## src/rtl/keypad_pkg.sv

```systemverilog
// Shared key codes, debounce states and the seven-segment decoder for the
// keypad digit buffer.
package keypad_pkg;

    localparam logic [3:0] KEY_BACKSPACE = 4'd10;
    localparam logic [3:0] KEY_CLEAR     = 4'd11;

    typedef enum logic [1:0] {
        IDLE,
        DEB_PRESS,
        HELD,
        DEB_REL
    } deb_state_e;

    // Active-high segments, bit0 = a ... bit6 = g; non-decimal codes are blank.
    function automatic logic [6:0] seg_of(input logic [3:0] d);
        case (d)
            4'd0:    seg_of = 7'b0111111;
            4'd1:    seg_of = 7'b0000110;
            4'd2:    seg_of = 7'b1011011;
            4'd3:    seg_of = 7'b1001111;
            4'd4:    seg_of = 7'b1100110;
            4'd5:    seg_of = 7'b1101101;
            4'd6:    seg_of = 7'b1111101;
            4'd7:    seg_of = 7'b0000111;
            4'd8:    seg_of = 7'b1111111;
            4'd9:    seg_of = 7'b1101111;
            default: seg_of = 7'b0000000;
        endcase
    endfunction

endpackage

```

## src/rtl/keypad_debouncer.sv

```systemverilog
// Synchronises the raw button bank, debounces a single pressed key and
// emits a one-cycle key_valid pulse together with the key's code.
module keypad_debouncer
    import keypad_pkg::*;
#(
    parameter int NUM_BUTTONS     = 16,
    parameter int DEBOUNCE_CYCLES = 20800
) (
    input  logic                   clk_i,
    input  logic                   reset_n,
    input  logic [NUM_BUTTONS-1:0] buttons,
    output logic                   key_valid,
    output logic [3:0]             key_code
);

    localparam int CW = $clog2(DEBOUNCE_CYCLES + 1);

    logic [NUM_BUTTONS-1:0] sync1, sync2;
    logic [4:0]             ones;
    logic [3:0]             hot_idx;
    logic                   one_hot;

    deb_state_e    state, state_n;
    logic [CW-1:0] cnt, cnt_n;
    logic [3:0]    idx, idx_n;
    logic          valid_n;
    logic [3:0]    code_n;

    always_ff @(posedge clk_i or negedge reset_n) begin
        if (!reset_n) begin
            sync1 <= '0;
            sync2 <= '0;
        end else begin
            sync1 <= buttons;
            sync2 <= sync1;
        end
    end

    always_comb begin
        ones    = '0;
        hot_idx = '0;
        for (int i = 0; i < NUM_BUTTONS; i++) begin
            if (sync2[i]) begin
                ones    = ones + 5'd1;
                hot_idx = 4'(i);
            end
        end
        one_hot = (ones == 5'd1);
    end

    always_ff @(posedge clk_i or negedge reset_n) begin
        if (!reset_n) begin
            state     <= IDLE;
            cnt       <= '0;
            idx       <= '0;
            key_valid <= 1'b0;
            key_code  <= '0;
        end else begin
            state     <= state_n;
            cnt       <= cnt_n;
            idx       <= idx_n;
            key_valid <= valid_n;
            key_code  <= code_n;
        end
    end

    // The cycle that starts a debounce window is counted as its first
    // stable cycle, so a window closes after exactly DEBOUNCE_CYCLES.
    always_comb begin
        state_n = state;
        cnt_n   = cnt;
        idx_n   = idx;
        valid_n = 1'b0;
        code_n  = key_code;
        case (state)
            IDLE: begin
                if (one_hot) begin
                    state_n = DEB_PRESS;
                    idx_n   = hot_idx;
                    cnt_n   = CW'(1);
                end
            end
            DEB_PRESS: begin
                if (!one_hot || hot_idx != idx) begin
                    state_n = IDLE;
                end else if (cnt == CW'(DEBOUNCE_CYCLES - 1)) begin
                    state_n = HELD;
                    valid_n = 1'b1;
                    code_n  = idx;
                end else begin
                    cnt_n = cnt + CW'(1);
                end
            end
            HELD: begin
                if (sync2 == '0) begin
                    state_n = DEB_REL;
                    cnt_n   = CW'(1);
                end
            end
            DEB_REL: begin
                if (sync2 != '0) begin
                    state_n = HELD;
                    cnt_n   = '0;
                end else if (cnt == CW'(DEBOUNCE_CYCLES - 1)) begin
                    state_n = IDLE;
                end else begin
                    cnt_n = cnt + CW'(1);
                end
            end
            default: state_n = IDLE;
        endcase
    end

endmodule

```

## src/rtl/keypad_digit_buffer.sv

```systemverilog
// Keypad entry into a shift-register digit buffer with a time-multiplexed
// seven-segment display of the newest NUM_DIGITS entries.
module keypad_digit_buffer
    import keypad_pkg::*;
#(
    parameter int NUM_BUTTONS     = 16,
    parameter int DEPTH           = 8,
    parameter int NUM_DIGITS      = 4,
    parameter int DEBOUNCE_CYCLES = 20800,
    parameter int SCAN_CYCLES     = 2080
) (
    input  logic                       clk_i,
    input  logic                       reset_n,
    input  logic [NUM_BUTTONS-1:0]     buttons,
    input  logic                       clear_i,
    output logic [6:0]                 sevenseg,
    output logic [NUM_DIGITS-1:0]      digit_sel,
    output logic                       key_valid_o,
    output logic [3:0]                 key_code_o,
    output logic [$clog2(DEPTH+1)-1:0] count_o,
    output logic                       full_o
);

    localparam int CW = $clog2(DEPTH + 1);
    localparam int AW = (DEPTH > 1) ? $clog2(DEPTH) : 1;
    localparam int DW = (NUM_DIGITS > 1) ? $clog2(NUM_DIGITS) : 1;
    localparam int SW = (SCAN_CYCLES > 1) ? $clog2(SCAN_CYCLES) : 1;

    logic          key_valid;
    logic [3:0]    key_code;
    logic [3:0]    entries [DEPTH];
    logic [CW-1:0] count;
    logic [SW-1:0] scnt;
    logic [DW-1:0] scan_idx, scan_nxt;
    logic [6:0]    seg_nxt;

    keypad_debouncer #(
        .NUM_BUTTONS     (NUM_BUTTONS),
        .DEBOUNCE_CYCLES (DEBOUNCE_CYCLES)
    ) u_deb (
        .clk_i     (clk_i),
        .reset_n   (reset_n),
        .buttons   (buttons),
        .key_valid (key_valid),
        .key_code  (key_code)
    );

    assign key_valid_o = key_valid;
    assign key_code_o  = key_code;
    assign count_o     = count;
    assign full_o      = (count == CW'(DEPTH));

    // clear_i is already in the clk_i domain and overrides any key action.
    always_ff @(posedge clk_i or negedge reset_n) begin
        if (!reset_n) begin
            count <= '0;
            for (int i = 0; i < DEPTH; i++) entries[i] <= '0;
        end else if (clear_i) begin
            count <= '0;
        end else if (key_valid) begin
            if (key_code <= 4'd9) begin
                if (!full_o) begin
                    for (int i = DEPTH - 1; i > 0; i--) entries[i] <= entries[i-1];
                    entries[0] <= key_code;
                    count      <= count + CW'(1);
                end
            end else if (key_code == KEY_BACKSPACE) begin
                if (count != '0) begin
                    for (int i = 0; i < DEPTH - 1; i++) entries[i] <= entries[i+1];
                    entries[DEPTH-1] <= '0;
                    count            <= count - CW'(1);
                end
            end else if (key_code == KEY_CLEAR) begin
                count <= '0;
            end
        end
    end

    always_comb begin
        scan_nxt = (scan_idx == DW'(NUM_DIGITS - 1)) ? '0 : scan_idx + DW'(1);
        seg_nxt  = 7'b0000000;
        if (int'(scan_nxt) < int'(count))
            seg_nxt = seg_of(entries[AW'(scan_nxt)]);
        else if (count == '0 && scan_nxt == '0)
            seg_nxt = seg_of(4'd0);
    end

    // Segments and select load together at each scan step, so they never skew.
    always_ff @(posedge clk_i or negedge reset_n) begin
        if (!reset_n) begin
            scnt      <= '0;
            scan_idx  <= '0;
            digit_sel <= NUM_DIGITS'(1);
            sevenseg  <= 7'b0111111;
        end else if (scnt == SW'(SCAN_CYCLES - 1)) begin
            scnt      <= '0;
            scan_idx  <= scan_nxt;
            digit_sel <= NUM_DIGITS'(1) << scan_nxt;
            sevenseg  <= seg_nxt;
        end else begin
            scnt <= scnt + SW'(1);
        end
    end

endmodule
```

## config.mk

```make
export PLATFORM = sky130hd
export DESIGN_NAME = keypad_digit_buffer
export DESIGN_NICKNAME = d
export VERILOG_FILES = /design/src/rtl/keypad_pkg.sv /design/src/rtl/keypad_debouncer.sv /design/src/rtl/keypad_digit_buffer.sv
export SDC_FILE = /design/constraint.sdc
export NUM_CORES = 1
export LEC_CHECK = 0
export ABC_AREA = 0
export ABC_CLOCK_PERIOD_IN_PS = 16900
export CORE_ASPECT_RATIO = 1.5
export CORE_MARGIN = 4
export CORE_UTILIZATION = 35
export CTS_CLUSTER_DIAMETER = 120
export CTS_CLUSTER_SIZE = 8
export DETAILED_ROUTE_END_ITERATION = 10
export GPL_TIMING_DRIVEN = 0
export HOLD_SLACK_MARGIN = 0.05
export SETUP_SLACK_MARGIN = 0.1
export SLEW_MARGIN = 20
export SYNTH_ARGS = -nofsm -noshare
export SYNTH_HDL_FRONTEND = slang
export SYNTH_SLANG_ARGS = --single-unit
```

## constraint.sdc

```tcl
create_clock -name clk_i -period 16.9 [get_ports clk_i]
set_input_delay 1.69 -clock clk_i [delete_from_list [all_inputs] [get_ports clk_i]]
set_output_delay 1.69 -clock clk_i [all_outputs]
set_load 0.05 [all_outputs]
```

Yosys cells after proc, flatten, opt, wreduce, memory -nomap -nowiden. Memory sizes are Yosys's and may differ from the RTL's. Cells that the tools add are included.

Add/subtract/negate cells: 20. Magnitude comparators: 3. Eq/ne operators: 19. Shift-type cells: 1. Multiplexer cells: 65. Bitwise gates (word level): 3. Reduce and logical (&&, ||, !) cells: 19.

Operators by type and width (number): $mux W32 (4); $mux W15 (5); $mux W5 (15); $add A5 B1 Y5 const B (14); $mux W4 (17); $pmux W15 S4 (1); $mux W2 (9); $logic_not A16 Y1 (1); $reduce_bool A16 Y1 (1); $add A15 B1 Y15 const B (1); $eq A15 B15 Y1 const B (1); $add A12 B1 Y12 const B (1); $bmux W4 S3 (1); $eq A12 B12 Y1 const B (1); $eq A4 B4 Y1 const B (3); $mux W12 (1); $mux W3 (4); $pmux W2 S4 (1); $reduce_and A4 Y1 (2); $reduce_bool A4 Y1 (2); $mux W7 (1); $eq A2 B2 Y1 const B (3); $mux W6 (1); $ne A3 B1 Y1 const B (2); 27 further kinds (38).

Bits in registers: 119. Bits in read-only memories: 112. Input port bits: 19. Output and inout bits: 21. Word-level logic and storage cells: 151. Memories kept: 1.

Memory list: (name not given) (words 16, bits a word 7, rd ports 1, clocked after memory_dff 0, wr ports 0, RTL line keypad_pkg.sv:17) `case (d)`.

Depth between registers and ports, before layout.
Depth after elaboration: 36. Gate-level depth with buffers: 49. Mapped depth without buffers: 48.

By module. A second synthesis with hierarchy kept.

Cell total of the unflattened synthesis: 737. Area total of the unflattened synthesis: 7218.2 um^2.

Modules (own cells, without submodules): keypad_debouncer (times used 1, cells an instance 409, area each 3906.2 um^2, seq. area each 1451.4 um^2); keypad_digit_buffer (times used 1, cells an instance 328, area each 3311.9 um^2, seq. area each 1535.2 um^2).

Worst setup path before layout. Ideal clock, no wire load.

Kind: register to register. Start point: reg u_deb.sync2[0]. End point: reg u_deb.cnt[5]. Arrival time: 9.265 ns. Path slack: 7.555 ns. Cell stages (with the launch flop): 49. Path buffers: 1. Period minus slack after synthesis: 9.345 ns. Cells stage by stage: dfrtp_1 > inv_1 > ha_1 > xor2_1 > ha_1 > nand2_1 > o31ai_1 > ha_1 > mux2_2 > ha_1 > nand2_1 > o41a_1 > nand2_1 > ha_1 > nand2b_1 > o21a_1 > ha_1 > mux2i_1 > (+13 left out) > mux2i_1 > inv_1 > ha_1 > nor2_1 > a21o_1 > inv_1 > ha_1 > nand2_1 > o21ai_0 > ha_1 > nor3b_1 > a311oi_1 > nor2_1 > a21oi_1 > a221oi_2 > o21ai_1 > buf_2 > a2bb2oi_1.

Word-level cells in the longest chain between the ends: 36.

RTL lines: from (decl) (RTL line keypad_debouncer.sv:18) `logic [NUM_BUTTONS-1:0] sync1, sync2;`; from (signal assigned) (RTL line keypad_debouncer.sv:35) `sync2 <= sync1;`; $mux W1 (RTL line keypad_debouncer.sv:43) `if (sync2[i]) begin`; $add A1 B1 Y2 (RTL line keypad_debouncer.sv:44) `ones = ones + 5'd1;`; $mux W5 (RTL line keypad_debouncer.sv:43); $add A5 B1 Y5 (RTL line keypad_debouncer.sv:44); $mux W5 (RTL line keypad_debouncer.sv:43); $add A5 B1 Y5 (RTL line keypad_debouncer.sv:44); $mux W5 (RTL line keypad_debouncer.sv:43); $add A5 B1 Y5 (RTL line keypad_debouncer.sv:44); (+20 left out); $mux W5 (RTL line keypad_debouncer.sv:43); $add A5 B1 Y5 (RTL line keypad_debouncer.sv:44); $mux W5 (RTL line keypad_debouncer.sv:43); $eq A5 B1 Y1 (RTL line keypad_debouncer.sv:48) `one_hot = (ones == 5'd1);`; $logic_not A1 Y1 (RTL line keypad_debouncer.sv:84) `if (!one_hot || hot_idx != idx) begin`; $logic_or A1 B1 Y1 (RTL line keypad_debouncer.sv:84); $ne A2 B2 Y1 (no line); $reduce_and A3 Y1 (no line); to (signal assigned) (RTL line keypad_debouncer.sv:60) `cnt <= cnt_n;`; to (decl) (RTL line keypad_debouncer.sv:24) `logic [CW-1:0] cnt, cnt_n;`.

Parallel ways exist; a longest one is shown, timed or not. A chain may end at the register's enable or synchronous reset.

Worst setup path in the final report. Ends and elaborated chain as after synthesis.

==> metrics.txt <==
post-synthesis sequential area ratio=42.02%; I/O Buffers=39; grt ovf=0; switching power=0.3827 mW; combinational share of power=37.1%; die height=182.5 um; Crit path required time=17.24 ns; average via count per standard cell=5.190; Yosys cell types=77; die width=124.3 um; Reg2Reg Setup Slack=6.45 ns; vias=5470; switching fraction of total power=35.63%; Setup TNS Final=0 ns; crit share post-route=61.85%; vias in the first global route=5602; initial DRC count=310; CTS Buffer Depth=2; Worst Hold Path EP=u_deb.sync2[5]; Detailed Place HPWL=11690 um; H-tree depth=4; Initial Utilization=35.78%; RSZ-0062 raised after global routing=no; worst hold path type=reg2reg; crit path launch type=flop; RR Endpoint=u_deb.cnt[5]; Most Crowded Layer GR=met2; top_reg_cell synth=dfrtp_1; worst-path fanout max=10; GP Congestion=0.8248; slowest stage delay, CP=0.44 ns; row count=63; # setup viols final=0; Static Leak=3.730 nW; core area=19860 um2; Slew HR=49.21%; routing usage on met2=26.91%; Flop pwr share=28.1%; Power Dens Cells=126.9 nW/um2; Post-Route WL=16080 um; Layout Skew=0.01217 ns; Worst Path Arrival=10.79 ns; Final ANT Viol Nets=0; most used cell, CP=ha_1; first-pass GRT wire length=27230 um; DIE AREA=22700 um2; Worst-Margin Slew=0.7619 ns; post-synth top area share=39.44%; post-CTS resize count=0; MaxCap Viol Count=0; Avg Cell Area, Syn=9.843 um2; final hold violations=0; Yosys top cell by area=dfrtp_1; worst setup path startpoint=u_deb.sync2[0]; clock share of power=34.8%; WL/cell=15.25 um; # diodes=0; Final WS setup=6.447 ns; min-delay src=u_deb.sync1[5]; Tmin final=10.45 ns; met3 global-route usage=2.138%; Cells after Synth=722; Yosys reg bits=119; Hold Crit Depth=0; Area Growth Syn to Fin=19.05%; number of buffers created by CTS=17; max-slew violations=0; worst reg2reg path depth=48; most frequent cells in the layout=112 x dfrtp_1, 87 x nand2_1, 52 x o21ai_0, 43 x nor2_1, 38 x clkdlybuf4s50_1; r2r startpoint=u_deb.sync2[0]; post-synthesis cell area=7107 um2; I/O pin count=40; GR Util All Layers=14.42%; status=complete, no violations; final net count=833; Max Freq=95.67 MHz; crit path max-delay cell type=a221o_1; global-route met1 utilization=16.56%; Max IR drop VDD=0.06179 mV; Root Driver=clkbuf_16; largest net degree at the start of global routing=72; post-cts hold buffer count=0; initial antenna violation count=0; TritonCTS clock tree=built; Reg clk slew, reported paths=0.06 ns; EDFF count, synth=0; P_int=0.6914 mW; clock sinks=119; synth warn=0; Async SR Flop Fraction=100.0%; layout cell share with drive strength beyond 1=9.572%; synth top area cells=dfrtp_1 39%, ha_1 5.8%, nand2_1 4.6%; crit path kind=reg2reg; worst skew pair latency=0.41 ns; DR DRC count=0; CP endpoint kind=flop; Post-Syn Nets=774; most common cell after layout, fill and taps aside=dfrtp_1; pre-CTS setup slack=6.485 ns; DR pass1 iterations=6; setup repair bufs after CTS=0
[Yosys cell counts (all sizes together), types with 3 or more instances]
| master | n |
|---|---|
| a21o | 3 |
| a21oi | 25 |
| a22o | 4 |
| a2bb2oi | 5 |
| a31oi | 10 |
| and2 | 5 |
| and3 | 12 |
| buf | 9 |
| clkbuf | 25 |
| dfrtp | 112 |
| dfstp | 7 |
| ha | 33 |
| inv | 35 |
| mux2 | 13 |
| mux2i | 32 |
| mux4 | 4 |
| nand2 | 87 |
| nand2b | 7 |
| nand3 | 20 |
| nand3b | 4 |
| nand4 | 10 |
| nor2 | 43 |
| nor2b | 5 |
| nor3 | 7 |
| nor3b | 4 |
| nor4b | 6 |
| o2111ai | 3 |
| o211ai | 8 |
| o21a | 4 |
| o21ai | 54 |
| o21bai | 4 |
| o221ai | 7 |
| o22a | 3 |
| o22ai | 5 |
| o2bb2ai | 10 |
| o31ai | 4 |
| or3 | 5 |
| xnor2 | 36 |
| xnor3 | 4 |
| xor2 | 16 |
[how the worst max path moves through the flow]
stage	endpoint	slack, ns	depth (start not counted)
after detailed placement	u_deb.cnt[5]	6.49	48
final	u_deb.cnt[5]	6.45	48
after global placement	u_deb.cnt[5]	6.54	48
after floorplan	u_deb.cnt[5]	7.56	48
after global routing	u_deb.cnt[5]	5.77	48
after CTS	u_deb.cnt[5]	6.45	48
[per-stage QoR]
step / util, % / std cells / area (um2) / hold slack [ns] / power (mW)
after floorplan: - / 722 / 7107 / 0.3312 / 0.6264
after global placement: 39.38 / 1021 / 7823 / 0.3317 / 0.6968
after detailed placement: 39.53 / 1022 / 7851 / 0.3347 / 0.7020
after CTS: 42.59 / 1054 / 8461 / 0.3496 / 1.085
after global routing: 42.59 / 1054 / 8461 / 0.3583 / 1.147
final: 42.59 / 1054 / 8461 / 0.3480 / 1.074
[registers in the layout (all words and copies together), names as in the netlist, 4 cells and up]
register / count
entries: 32
u_deb.sync1: 16
u_deb.sync2: 16
u_deb.cnt: 15
scnt: 12
sevenseg: 7
count_o: 4
digit_sel: 4
u_deb.idx: 4
u_deb.key_code: 4
[final cells by class]
cell class              count  area [um2]
plain buffers              34       141.4
clock buffers              17       425.4
clock inverters            15       183.9
fillers                  1913       11400
inverters                  35       131.4
multi-input cells         534        3847
flip-flops and latches    119        2987
well taps                 260       325.3
repair buffers             40       419.2
[logic make-up (layout without fill, tap and decap cells)]
logic type / Yosys count / in the layout / share of synthesized area (%)
adders and majority gates: 33 / 33 / 5.810
AOI/OAI and AO/OA: 170 / 170 / 16.22
xor gates and xnor gates: 57 / 57 / 8.785
DFF: 119 / 119 / 42.02
and+or+nand+nor: 225 / 225 / 15.49
muxes: 49 / 49 / 7.835
buffers and inverters: 69 / 141 / 3.838
[power groups by stage]
stage,Clock (mW),Sequential (mW),Combinational [mW]
2_1_floorplan,0,0.305,0.322
3_3_place_gp,0,0.307,0.390
3_5_place_dp,0,0.307,0.395
4_1_cts,0.384,0.302,0.400
5_1_grt,0.397,0.303,0.447
6_report,0.374,0.302,0.399
[worst max-delay path: cells and delay by family (launching register included)]
family | cells | cell delay (ns)
adders and majority gates | 14 | 4.25
xor gates and xnor gates | 1 | 0.19
muxes | 4 | 0.86
DFF | 1 | 0.35
buffers and inverters | 4 | 0.52
AOI/OAI and AO/OA | 15 | 3.16
and+or+nand+nor | 10 | 1.04
[metal layers]
metal	part of all wire, %	vias up
li1	-	2710
met2	54	68
met5	0	-
met3	1.7	27
met1	42	2665
met4	2.1	0
Note: power is estimated with default switching activity, not from simulation.
